**config.mk**
```make
export PLATFORM = sky130hd
export DESIGN_NAME = shift_seq
export DESIGN_NICKNAME = d
export VERILOG_FILES = /design/src/rtl/shift_seq.sv
export SDC_FILE = /design/constraint.sdc
export NUM_CORES = 1
export LEC_CHECK = 0
export ABC_AREA = 1
export CAP_MARGIN = 20
export CORE_MARGIN = 2
export CORE_UTILIZATION = 47
export CTS_CLUSTER_SIZE = 12
export DETAILED_ROUTE_END_ITERATION = 16
export PLACE_DENSITY = 0.76
export SETUP_SLACK_MARGIN = 0.1
export SLEW_MARGIN = 20
export SYNTH_ARGS = -nofsm -noshare
export SYNTH_HDL_FRONTEND = slang
export SYNTH_SLANG_ARGS = --single-unit
```
**constraint.sdc**
```tcl
create_clock -name clk -period 1.28 [get_ports clk]
set_clock_uncertainty 0.15 [all_clocks]
set_input_delay 0.256 -clock clk [delete_from_list [all_inputs] [get_ports clk]]
set_output_delay 0.256 -clock clk [all_outputs]
set_load 0.02 [all_outputs]
```
**src/rtl/shift_seq.sv**
```systemverilog
// Two-requester round-robin byte serializer: MSB first, DIV clocks per bit, one-cycle done pulse.
// Optional even-parity bit after the data byte when SHIFT_SEQ_PARITY_EN is defined.
//
// state  | meaning
// IDLE   | waiting for a requester; readys are live only here
// SHIFT  | driving shift-register bit 7, DIV cycles per bit, 8 bits
// PARITY | driving the even parity of the loaded byte for DIV cycles (SHIFT_SEQ_PARITY_EN only)
// DONE   | one-cycle end-of-frame pulse, serial_out low
module shift_seq #(
  parameter int DIV = 1
) (
  input  logic       clk,
  input  logic       reset,
  input  logic       req0_valid,
  input  logic [7:0] req0_data,
  input  logic       req1_valid,
  input  logic [7:0] req1_data,
  output logic       req0_ready,
  output logic       req1_ready,
  output logic       serial_out,
  output logic       busy,
  output logic       done,
  output logic       grant_id
);

  localparam logic [1:0] IDLE  = 2'd0;
  localparam logic [1:0] SHIFT = 2'd1;
  localparam logic [1:0] DONE  = 2'd3;
`ifdef SHIFT_SEQ_PARITY_EN
  localparam logic [1:0] PARITY     = 2'd2;
  localparam logic [1:0] AFTER_DATA = PARITY;
`else
  localparam logic [1:0] AFTER_DATA = DONE;
`endif
  localparam logic [7:0] DIV_LAST = 8'(DIV - 1);

  logic [1:0] state;
  logic [7:0] shreg;
  logic [7:0] div_cnt;
  logic [2:0] bit_cnt;
  logic       gid_q;
  logic       last_grant;
  logic       idle;
  logic       pick1;
  logic       bit_end;

  // Outputs are gated by reset so they read as idle for every cycle reset is held.
  assign idle       = (state == IDLE) & ~reset;
  assign pick1      = req1_valid & (~req0_valid | ~last_grant);
  assign req0_ready = idle & req0_valid & ~pick1;
  assign req1_ready = idle & pick1;
  assign bit_end    = (div_cnt == DIV_LAST);
  assign grant_id   = gid_q & ~reset;

  always_ff @(posedge clk) begin
    if (reset) begin
      state      <= IDLE;
      shreg      <= 8'd0;
      div_cnt    <= 8'd0;
      bit_cnt    <= 3'd0;
      gid_q      <= 1'b0;
      last_grant <= 1'b1;
    end else begin
      case (state)
        IDLE: begin
          if (req0_ready | req1_ready) begin
            state      <= SHIFT;
            shreg      <= req1_ready ? req1_data : req0_data;
            gid_q      <= req1_ready;
            last_grant <= req1_ready;
            div_cnt    <= 8'd0;
            bit_cnt    <= 3'd0;
          end
        end
        SHIFT: begin
          if (bit_end) begin
            div_cnt <= 8'd0;
            shreg   <= {shreg[6:0], 1'b0};
            bit_cnt <= bit_cnt + 3'd1;
            if (bit_cnt == 3'd7) state <= AFTER_DATA;
          end else begin
            div_cnt <= div_cnt + 8'd1;
          end
        end
`ifdef SHIFT_SEQ_PARITY_EN
        PARITY: begin
          if (bit_end) begin
            div_cnt <= 8'd0;
            state   <= DONE;
          end else begin
            div_cnt <= div_cnt + 8'd1;
          end
        end
`endif
        DONE:    state <= IDLE;
        default: state <= IDLE;
      endcase
    end
  end

`ifdef SHIFT_SEQ_PARITY_EN
  logic par_q;

  always_ff @(posedge clk) begin
    if (reset) begin
      par_q <= 1'b0;
    end else if (req0_ready | req1_ready) begin
      par_q <= req1_ready ? ^req1_data : ^req0_data;
    end
  end
`endif

  always_comb begin
    serial_out = 1'b0;
    busy       = 1'b0;
    done       = 1'b0;
    if (!reset) begin
      case (state)
        SHIFT: begin
          serial_out = shreg[7];
          busy       = 1'b1;
        end
`ifdef SHIFT_SEQ_PARITY_EN
        PARITY: begin
          serial_out = par_q;
          busy       = 1'b1;
        end
`endif
        DONE: begin
          done = 1'b1;
          busy = 1'b1;
        end
        default: ;
      endcase
    end
  end

endmodule

```
# Yosys cells after proc, flatten, opt, wreduce, memory -nomap -nowiden
# Cells that the tools add are included.
word_totals:
  reg_bits: 23
  input_bits: 20
  output_inout_bits: 6
  wordCells: 54
classes:
  add_sub_neg: 2
  eq_ne: 6
  muxes: 20
  bitwise: 12
  n_reduce_logical: 8
ops:
  columns: ["op", "count"]
  rows:
  - ["$mux W8", 5]
  - ["$pmux W8 S2", 2]
  - ["$add A8 B1 Y8 const B", 1]
  - ["$logic_not A8 Y1", 1]
  - ["$and A1 B1 Y1", 6]
  - ["$mux W1", 6]
  - ["$mux W2", 3]
  - ["$mux W3", 2]
  - ["$pmux W3 S2", 1]
  - ["$reduce_and A3 Y1", 2]
  - ["$ne A2 B2 Y1 const B", 2]
  - ["$not A1 Y1", 4]
  - ["$pmux W2 S2", 1]
  - ["$reduce_and A2 Y1", 2]
  - ["$add A3 B1 Y3 const B", 1]
  - ["$eq A3 B3 Y1 const B", 1]
  - ["$eq A2 B1 Y1 const B", 1]
  - ["$eq A2 B2 Y1 const B", 1]
  - ["$logic_not A2 Y1", 1]
  - ["$ne A2 B1 Y1 const B", 1]
  - ["$or A1 B1 Y1", 2]
  - ["$reduce_bool A2 Y1", 1]
  - ["$reduce_or A2 Y1", 1]

# Logic depth before layout (Yosys ltp)
# Gate-level depths: netlist of run 1.
logic_depth:
  depth_word: 8
  ltp_mapped: 10
  mapped_depth_nobuf: 9

# Worst setup path before layout of run 1
# OpenSTA, ideal clock, no wires.
synth_path:
  path_kind: "register to output"
  start: "register state[0]"
  end: "output serial_out"
  arrival_ns: 1.286
  required_time_ns: 0.874
  setup_slack_ns: -0.412
  path_stages_with_launch: 6
  path_buffers: 1
  path_cell_list: "dfxtp_1 > inv_2 > nor2_4 > inv_2 > clkbuf_1 > nor3_1"
synth_between:
  elab_chain_len: 3
synth_rtl:
  columns: ["element", "line", "text"]
  rows:
  - ["start: declaration", "37", "logic [1:0] state;"]
  - ["start signal: assignment", "57", "state <= IDLE;"]
  - ["start signal: assignment", "67", "state <= SHIFT;"]
  - ["start signal: assignment", "80", "if (bit_cnt == 3'd7) state <= AFTER_DATA;"]
  - ["$eq A2 B1 Y1", "118", "case (state)"]
  - ["$mux W1", "118", null]
  - ["$mux W1", "117", "if (!reset) begin"]
  - ["end: declaration", "20", "output logic serial_out,"]
# Every way passes these cells.

# Worst setup path in the final report of run 1
layout_path:
  start: "register state[1]"
  end: "register bit_cnt[0]"
layout_between:
  elab_chain_len: 7
  word_cells_on_any_way: 12
  cone_classes: "eq/ne: 3; mux: 1; bitwise: 5; reduce/logical: 3"
layout_rtl:
  columns: ["element", "line", "text"]
  rows:
  - ["$logic_not A2 Y1", "48, 64", null]
  - ["$and A1 B1 Y1", "48", "assign idle = (state == IDLE) & ~reset;"]
  - ["$and A1 B1 Y1 (2 in a row)", "50", "assign req0_ready = idle & req0_valid & ~pick1;"]
  - ["$or A1 B1 Y1", "66", "if (req0_ready | req1_ready) begin"]
  - ["$ne A2 B1 Y1 (no source line)", null, null]
  - ["$reduce_and A3 Y1 (no source line)", null, null]
  - ["end signal: assignment", "79", "bit_cnt <= bit_cnt + 3'd1;"]
  - ["end: declaration", "40", "logic [2:0] bit_cnt;"]
# Parallel ways exist; a longest one is shown, timed or not.
# A chain may end at the register's enable or synchronous reset.

==> results.md, run 1 <==
* Outcome: finished with violations
* Failing checks: negative setup slack
* R2r setup slk at -0.33 ns
* Overall Power at 2250 uW
* Placed cell area at 1948 um^2
* DR WL/cell at 12.67 um
* Remaining global-route overflow at 0
* Via density at 5.094
* Register area share after synthesis at 0.3237
* Drt first pass iters at 4
* WHS Endpoint: bit_cnt[2]
* Hpwl dp at 2553 um
* Clock buffer depth at 2
* Pint at 1386 uW
* First-pass GRT wire length at 6134 um
* Design area at 2153 um^2
* YS warnings at 0
* Synth top area share at 0.3237
* CP Class: reg2reg
* Min setup slack post-route at -0.3319 ns
* Mapped Nets at 242
* Layout Nets at 303
* Top cells by area, synth: dfxtp_1 (32%), nand2_1 (15%), nand3_1 (11%)
* Proportion of layout cells with a drive suffix above 1 at 0.3309
* Fmax at 620.4 MHz
* Clock Pin Slew Worst Setup and Hold Paths at 0.13 ns
* Max Cap Violations at 0
* Power Dens Cells at 1045 nW/um^2
* Global Route Usage Sum at 0.2289
* Worst hold slack at 0.3411 ns
* Synthesized flop and latch total at 23
* CTS tree: built
* Drt total wl at 3916 um
* Required @ worst endpoint at 1.36 ns
* DR DRC count at 0
* FP Rows at 19
* Die W at 59.02 um
* Switching power share of the total at 0.3840
* Tightest Pin Transition at 0.2200 ns
* Setup crit end kind: flip-flop
* Initial antenna violation count at 0
* FF-to-FF Start: state[1]
* Final Critical Period at 1.612 ns
* Die Y at 59.02 um
* ANT cells at 0
* Via count at 1574
* Final Util at 0.7676
* Initial DRC count at 93
* Fin crit share at 1.259
* Port Buf Inserts at 25
* Crit start category: flip-flop
* Slew HR at 0.8533
* Hold WC Path Type: reg2reg
* Die area at 3483 um^2
* Power share of the sequential group at 0.382
* Final-report hold violation count at 0
* Vias in the first global route at 1408
* Hold Path Cell Cnt at 2
* Initial core utilization at 0.5071
* Reg2reg path depth at 10
* Netlist cell types at 26
* Combinational power share at 0.464
* LEAKAGE at 0.001014 uW
* Remaining antenna violation count at 0
* CTS Sinks at 23
* CORE AREA at 2805 um^2
* Htree depth at 1
* TNS Setup at -7.218 ns
* # hold bufs at CTS at 0
* Max FO, Critical Path at 6
* Cell taking the most area after synthesis: dfxtp_1
* VDD IR-drop max at 0.7356 mV
* Synth-to-layout area growth at 51.36%
* Startpoint of the worst hold path: bit_cnt[2]
* Clk pwr share at 0.154
* Later-pin clock latency in the skew report at 0.32 ns
* RSZ-0062 raised after global routing: true
* Post-synthesis cell area at 1423 um^2
* Syn_area_per_cell at 6.526 um^2
* Inserted Clock Buffers at 3
* Clock root cell: clkbuf_4
* Post-Synthesis Cells at 218
* WP data arrival at 1.69 ns
* GPL Wtd Cong at 0.8306
* Sw Pwr at 864.0 uW
* Reg-to-reg endpoint: bit_cnt[0]
* Largest net degree at the start of global routing at 18
* Fillers at 204
* Setup Viol. Count Final at 27
* Max Slew Vio Count at 0
* Top Ports at 26
[cells in the final DEF (no fill, tap or decap), drive strengths merged]
| cell type | netlist | layout |
|---|---|---|
| o21bai | 7 | 7 |
| o21ai | 3 | 3 |
| ha | 4 | 4 |
| nand4 | 1 | 1 |
| clkdlybuf4s50 | 0 | 17 |
| nand3b | 1 | 1 |
| a21oi | 7 | 7 |
| nor3 | 2 | 2 |
| nor2 | 35 | 35 |
| clkbuf | 3 | 4 |
| nand2 | 64 | 66 |
| dfxtp | 23 | 23 |
| buf | 3 | 41 |
| dlygate4sd2 | 0 | 2 |
| o211ai | 2 | 2 |
| inv | 29 | 29 |
| or2 | 1 | 1 |
| nand3 | 33 | 33 |
[flip-flops by register name, indices dropped and copies added (netlist names)]
signal and count:
shreg 8, state 2, div_cnt 8, bit_cnt 3, last_grant 1, gid_q 1
[layout make-up]
| type | count | area (um^2) | area share |
|---|---|---|---|
| clock buffer | 4 | 26.28 | 0.01220 |
| inverter | 29 | 116.4 | 0.05404 |
| multi-input combinational | 162 | 962.2 | 0.4468 |
| sequential | 23 | 469.2 | 0.2179 |
| tap | 31 | 38.79 | 0.01801 |
| timing repair buffer | 60 | 540.5 | 0.2510 |
[cells in the mapped netlist]
library cell	instances
nand2_4	3
o21bai_1	7
o21ai_0	1
dfxtp_1	23
nand3_1	31
clkbuf_1	3
buf_4	1
inv_1	23
nand2_1	58
inv_2	6
a21oi_2	1
nand3_4	1
nand4_1	1
nand2_2	3
o211ai_1	2
nor2_4	2
nand3_2	1
o21ai_1	1
nand3b_1	1
buf_6	2
o21ai_4	1
a21oi_1	6
nor2_1	33
nor3_1	2
ha_1	4
or2_2	1
[worst max-delay path, cell delays in order (launching register included)]
cell and delay (ns):
dfxtp_4 0.38, buf_6 0.12, inv_4 0.06, nand2_4 0.05, nor2_4 0.16, nand2_4 0.08
nand3_4 0.19, buf_6 0.17, nand3_2 0.06, nand2_1 0.06, nor2_1 0.04
[power groups by stage]
stage               Sequential [uW]  Combinational (uW)  Clock [uW]
finish                          858                1040         347
global route                    869                1140         384
global placement                861                 847           0
detailed placement              864                 860           0
CTS                             852                 976         355
floorplan                       858                 578           0
[metrics by stage]
step	setup WS, ns	std cells
2_1_floorplan	-0.1856	218
3_3_place_gp	-0.7946	300
3_5_place_dp	-0.8518	300
4_1_cts	-0.3117	309
5_1_grt	-0.4168	309
6_report	-0.3319	309
[layer usage]
metal / track usage / part of all wire / vias to the layer above
li1: - / - / 808
met1: 0.3147 / 0.47 / 717
met2: 0.3619 / 0.46 / 41
met3: 0.05240 / 0.050 / 8
met4: 0.06169 / 0.022 / 0
met5: 0 / 0 / -
[kinds of logic after synthesis]
logic type | Yosys count | synth area share
and+or+nand+nor | 137 | 0.4424
adders and majority gates | 4 | 0.03518
buffers and inverters | 35 | 0.1055
AOI/OAI and AO/OA | 19 | 0.09322
DFF | 23 | 0.3237
[worst max-delay path by stage]
| stage | slack, ns | to | startpoint | cells after the start |
|---|---|---|---|---|
| after floorplan | -0.19 | serial_out | state[0] | 5 |
| after detailed placement | -0.85 | done | reset | 4 |
| after global routing | -0.42 | bit_cnt[0] | state[0] | 10 |
| after CTS | -0.31 | req1_ready | state[1] | 5 |
| final | -0.33 | bit_cnt[0] | state[1] | 10 |
| after global placement | -0.79 | done | reset | 4 |
[repair_timing]
action / 4_1_cts / 5_1_grt
pin swaps: 6 / 7
buffers inserted: 3 / 0
gates resized for setup: 58 / 18
cloned: 2 / 0
setup endpoints to repair: 29 / 29
Power figures use the tool's default switching activity.
==> inputs of run 2 (changes only) <==
Settings changed: CTS_CLUSTER_SIZE 12 to default.
==> results of run 2 <==
The final DEF is identical to that of run 1; final timing and power are the same.
==> inputs of run 3 (changes only) <==
Settings changed: CORE_UTILIZATION 47 to 45, PLACE_DENSITY 0.76 to 0.73.
==> run 3 against run 2 <==
  * The flow still finishes with violations (negative setup slack)
  * Flip-flop and latch count did not move
  * Cell area rose by 10%
  * Cell count rose by 6.8%
  * Critical path depth fell by 5
  * Via count rose by 6.6%
  * Utilization rose by 1.6 points
  * Register-to-register slack barely moved
  * Die area rose by 4.1%
  * Sequential power rose by 0.9%
  * Critical endpoint is now req1_ready
  * Largest cell class unchanged
==> results.md, run 3 (same netlist as run 1, synthesis figures left out) <==
* WP data arrival at 1.28 ns (-0.41 ns)
* GPL Wtd Cong at 0.8421 (+1.4%)
* Fin crit share at 1.320 (+0.06101)
* Overall Power at 2519 uW (+12%)
* Remaining antenna violation count at 0 (unchanged)
* VDD IR-drop max at 0.7547 mV (+2.6%)
* Crit-path cells: nor2_1, buf_4, nand2_2, nor2_4, buf_6
* Proportion of layout cells with a drive suffix above 1 at 0.4231 (+0.09214)
* Port Buf Inserts at 25 (unchanged)
* Slowest stage delay, CP at 0.39 ns (about the same)
* Initial core utilization at 0.4698 (-0.03730)
* LEAKAGE at 0.001081 uW (+6.6%)
* Remaining global-route overflow at 0 (unchanged)
* FF-to-FF Start: state[1]
* Commonest non-fill, non-tap cell in the layout: nand2_1
* Hold Path Cell Cnt at 3 (+1)
* # hold bufs at CTS at 0 (unchanged)
* Clock Pin Slew Worst Setup and Hold Paths at 0.13 ns (about the same)
* First-pass GRT wire length at 6831 um (+11%)
* Global Route Usage Sum at 0.2530 (+0.02410)
* Setup crit end kind: output port
* Startpoint of the worst hold path: req0_valid
* Via density at 5.085 (-0.18%)
* Later-pin clock latency in the skew report at 0.33 ns (about the same)
* Sw Pwr at 1016 uW (+18%)
* Clk pwr share at 0.144 (-0.010)
* Outcome: finished with violations
* Clock root cell: clkbuf_4
* R2r setup slk at -0.34 ns (about the same)
* Tightest Pin Transition at 0.2117 ns (-0.008314 ns)
* Layout Nets at 311 (+2.6%)
* Max FO, Critical Path at 3 (-3)
* Switching power share of the total at 0.4034 (+0.01940)
* Drt first pass iters at 4 (unchanged)
* Via count at 1678 (+6.6%)
* Slowest CP cell: dfxtp_4
* Reg2reg path depth at 9 (-1)
* Final-report hold violation count at 0 (unchanged)
* Design area at 2374 um^2 (+10%)
* Slew HR at 0.8589 (+0.005543)
* Synth-to-layout area growth at 66.84%
* Failing checks: negative setup slack
* Worst hold slack at 0.2856 ns (-0.05550 ns)
* FP Rows at 20 (+1)
* Crit start category: flip-flop
* Largest net degree at the start of global routing at 17 (-1)
* Drt total wl at 4673 um (+19%)
* CTS tree: built
* CORE AREA at 3028 um^2 (+7.9%)
* Initial DRC count at 129 (+39%)
* ANT cells at 0 (unchanged)
* Hpwl dp at 2512 um (-1.6%)
* Required @ worst endpoint at 0.87 ns (-0.49 ns)
* Clock buffer depth at 2 (unchanged)
* Die Y at 60.23 um (+2.1%)
* Power Dens Cells at 1061 nW/um^2 (+1.6%)
* Min setup slack post-route at -0.4100 ns (-0.07809 ns)
* Final Critical Period at 1.690 ns (+0.07809 ns)
* Pre-CTS setup slack at -0.8551 ns (-0.003257 ns)
* Pint at 1503 uW (+8.4%)
* Max Cap Violations at 0 (unchanged)
* DR DRC count at 0 (unchanged)
* Hold WC Path Type: in2reg
* TNS Setup at -8.003 ns (-0.7845 ns)
* Vias in the first global route at 1494 (+6.1%)
* Setup Viol. Count Final at 28 (+3.7%)
* Reg-to-reg endpoint: shreg[7]
* Initial antenna violation count at 0 (unchanged)
* Inserted Clock Buffers at 3 (unchanged)
* RSZ-0062 raised after global routing: true
* DR WL/cell at 14.16 um (+12%)
* Top Ports at 26 (unchanged)
* Regs by FF count: div_cnt (8), shreg (8), bit_cnt (3)
* CTS Sinks at 23 (unchanged)
* Placed cell area at 1964 um^2 (+0.83%)
* Power share of the sequential group at 0.344 (-0.038)
* WHS Endpoint: shreg[0]
* Max Slew Vio Count at 0 (unchanged)
* Most frequent cells in the layout: nand2_1 (48), buf_4 (31), inv_1 (21)
* Combinational power share at 0.512 (+0.048)
* CP Class: reg2out
* Fmax at 591.7 MHz (-4.6%)
* Die W at 60.23 um (+2.1%)
* Die area at 3627 um^2 (+4.1%)
* Htree depth at 1 (unchanged)
[run 3: cell count changes in the layout (fill, tap and decap cells not counted), moves of 3 or more]
cell / previous run / this run
nor2_4: 5 / 10
nor2_1: 27 / 19
nor2_2: 3 / 6
nand2_1: 52 / 48
nand3_1: 24 / 20
nand3_2: 7 / 11
nand2_2: 6 / 12
nand2_4: 7 / 4
[run 3: power by group through the flow]
stage               clock (uW)  sequential, uW  combinational, uW
finish                     363             866               1290
global route               392             872               1380
CTS                        360             852               1110
detailed placement           0             866                870
global placement             0             863                857
floorplan                    0             858                578
[run 3: per-stage QoR]
stage / util / instances
after floorplan: - / 218
after global placement: 0.6488 / 313
after detailed placement: 0.6488 / 313
after CTS: 0.7331 / 326
after global routing: 0.7839 / 330
final: 0.7839 / 330
[run 3: critical path, delay by kind of cell (launching register included)]
family        cells  cell delay [ns]
flops             1             0.39
simple gates      3             0.28
buf+inv           2             0.28
[run 3: timing repair]
item,CTS,global route
pin swaps,15,16
setup buffers,6,4
gates cloned,3,0
endpoints found under the setup margin,29,29
resized for setup,79,29
[run 3: layer usage]
layer / routed length (um) / vias up / track usage
met3: 220 / 11 / 0.03030
li1: - / 830 / -
met2: 2377 / 56 / 0.4239
met1: 1991 / 781 / 0.3298
met5: 0 / - / 0
met4: 83 / 0 / 0.09524
[run 3: cell type report]
| type | count | area [um^2] |
|---|---|---|
| multi-input cells | 163 | 1066 |
| fillers | 207 | 654.4 |
| repair buffers | 67 | 634.4 |
| flip-flops and latches | 23 | 470.5 |
| inverters | 29 | 121.4 |
| well taps | 44 | 55.05 |
| clock buffers | 4 | 26.28 |
[run 3: worst max path at each step]
| stage | from | endpoint | slack (ns) | cells after the start |
|---|---|---|---|---|
| global placement | req0_valid | req0_ready | -0.80 | 6 |
| finish | state[1] | req1_ready | -0.41 | 5 |
| detailed placement | reset | done | -0.86 | 4 |
| floorplan | state[0] | serial_out | -0.19 | 5 |
| global route | state[0] | req1_ready | -0.47 | 5 |
| CTS | state[1] | req0_ready | -0.34 | 5 |
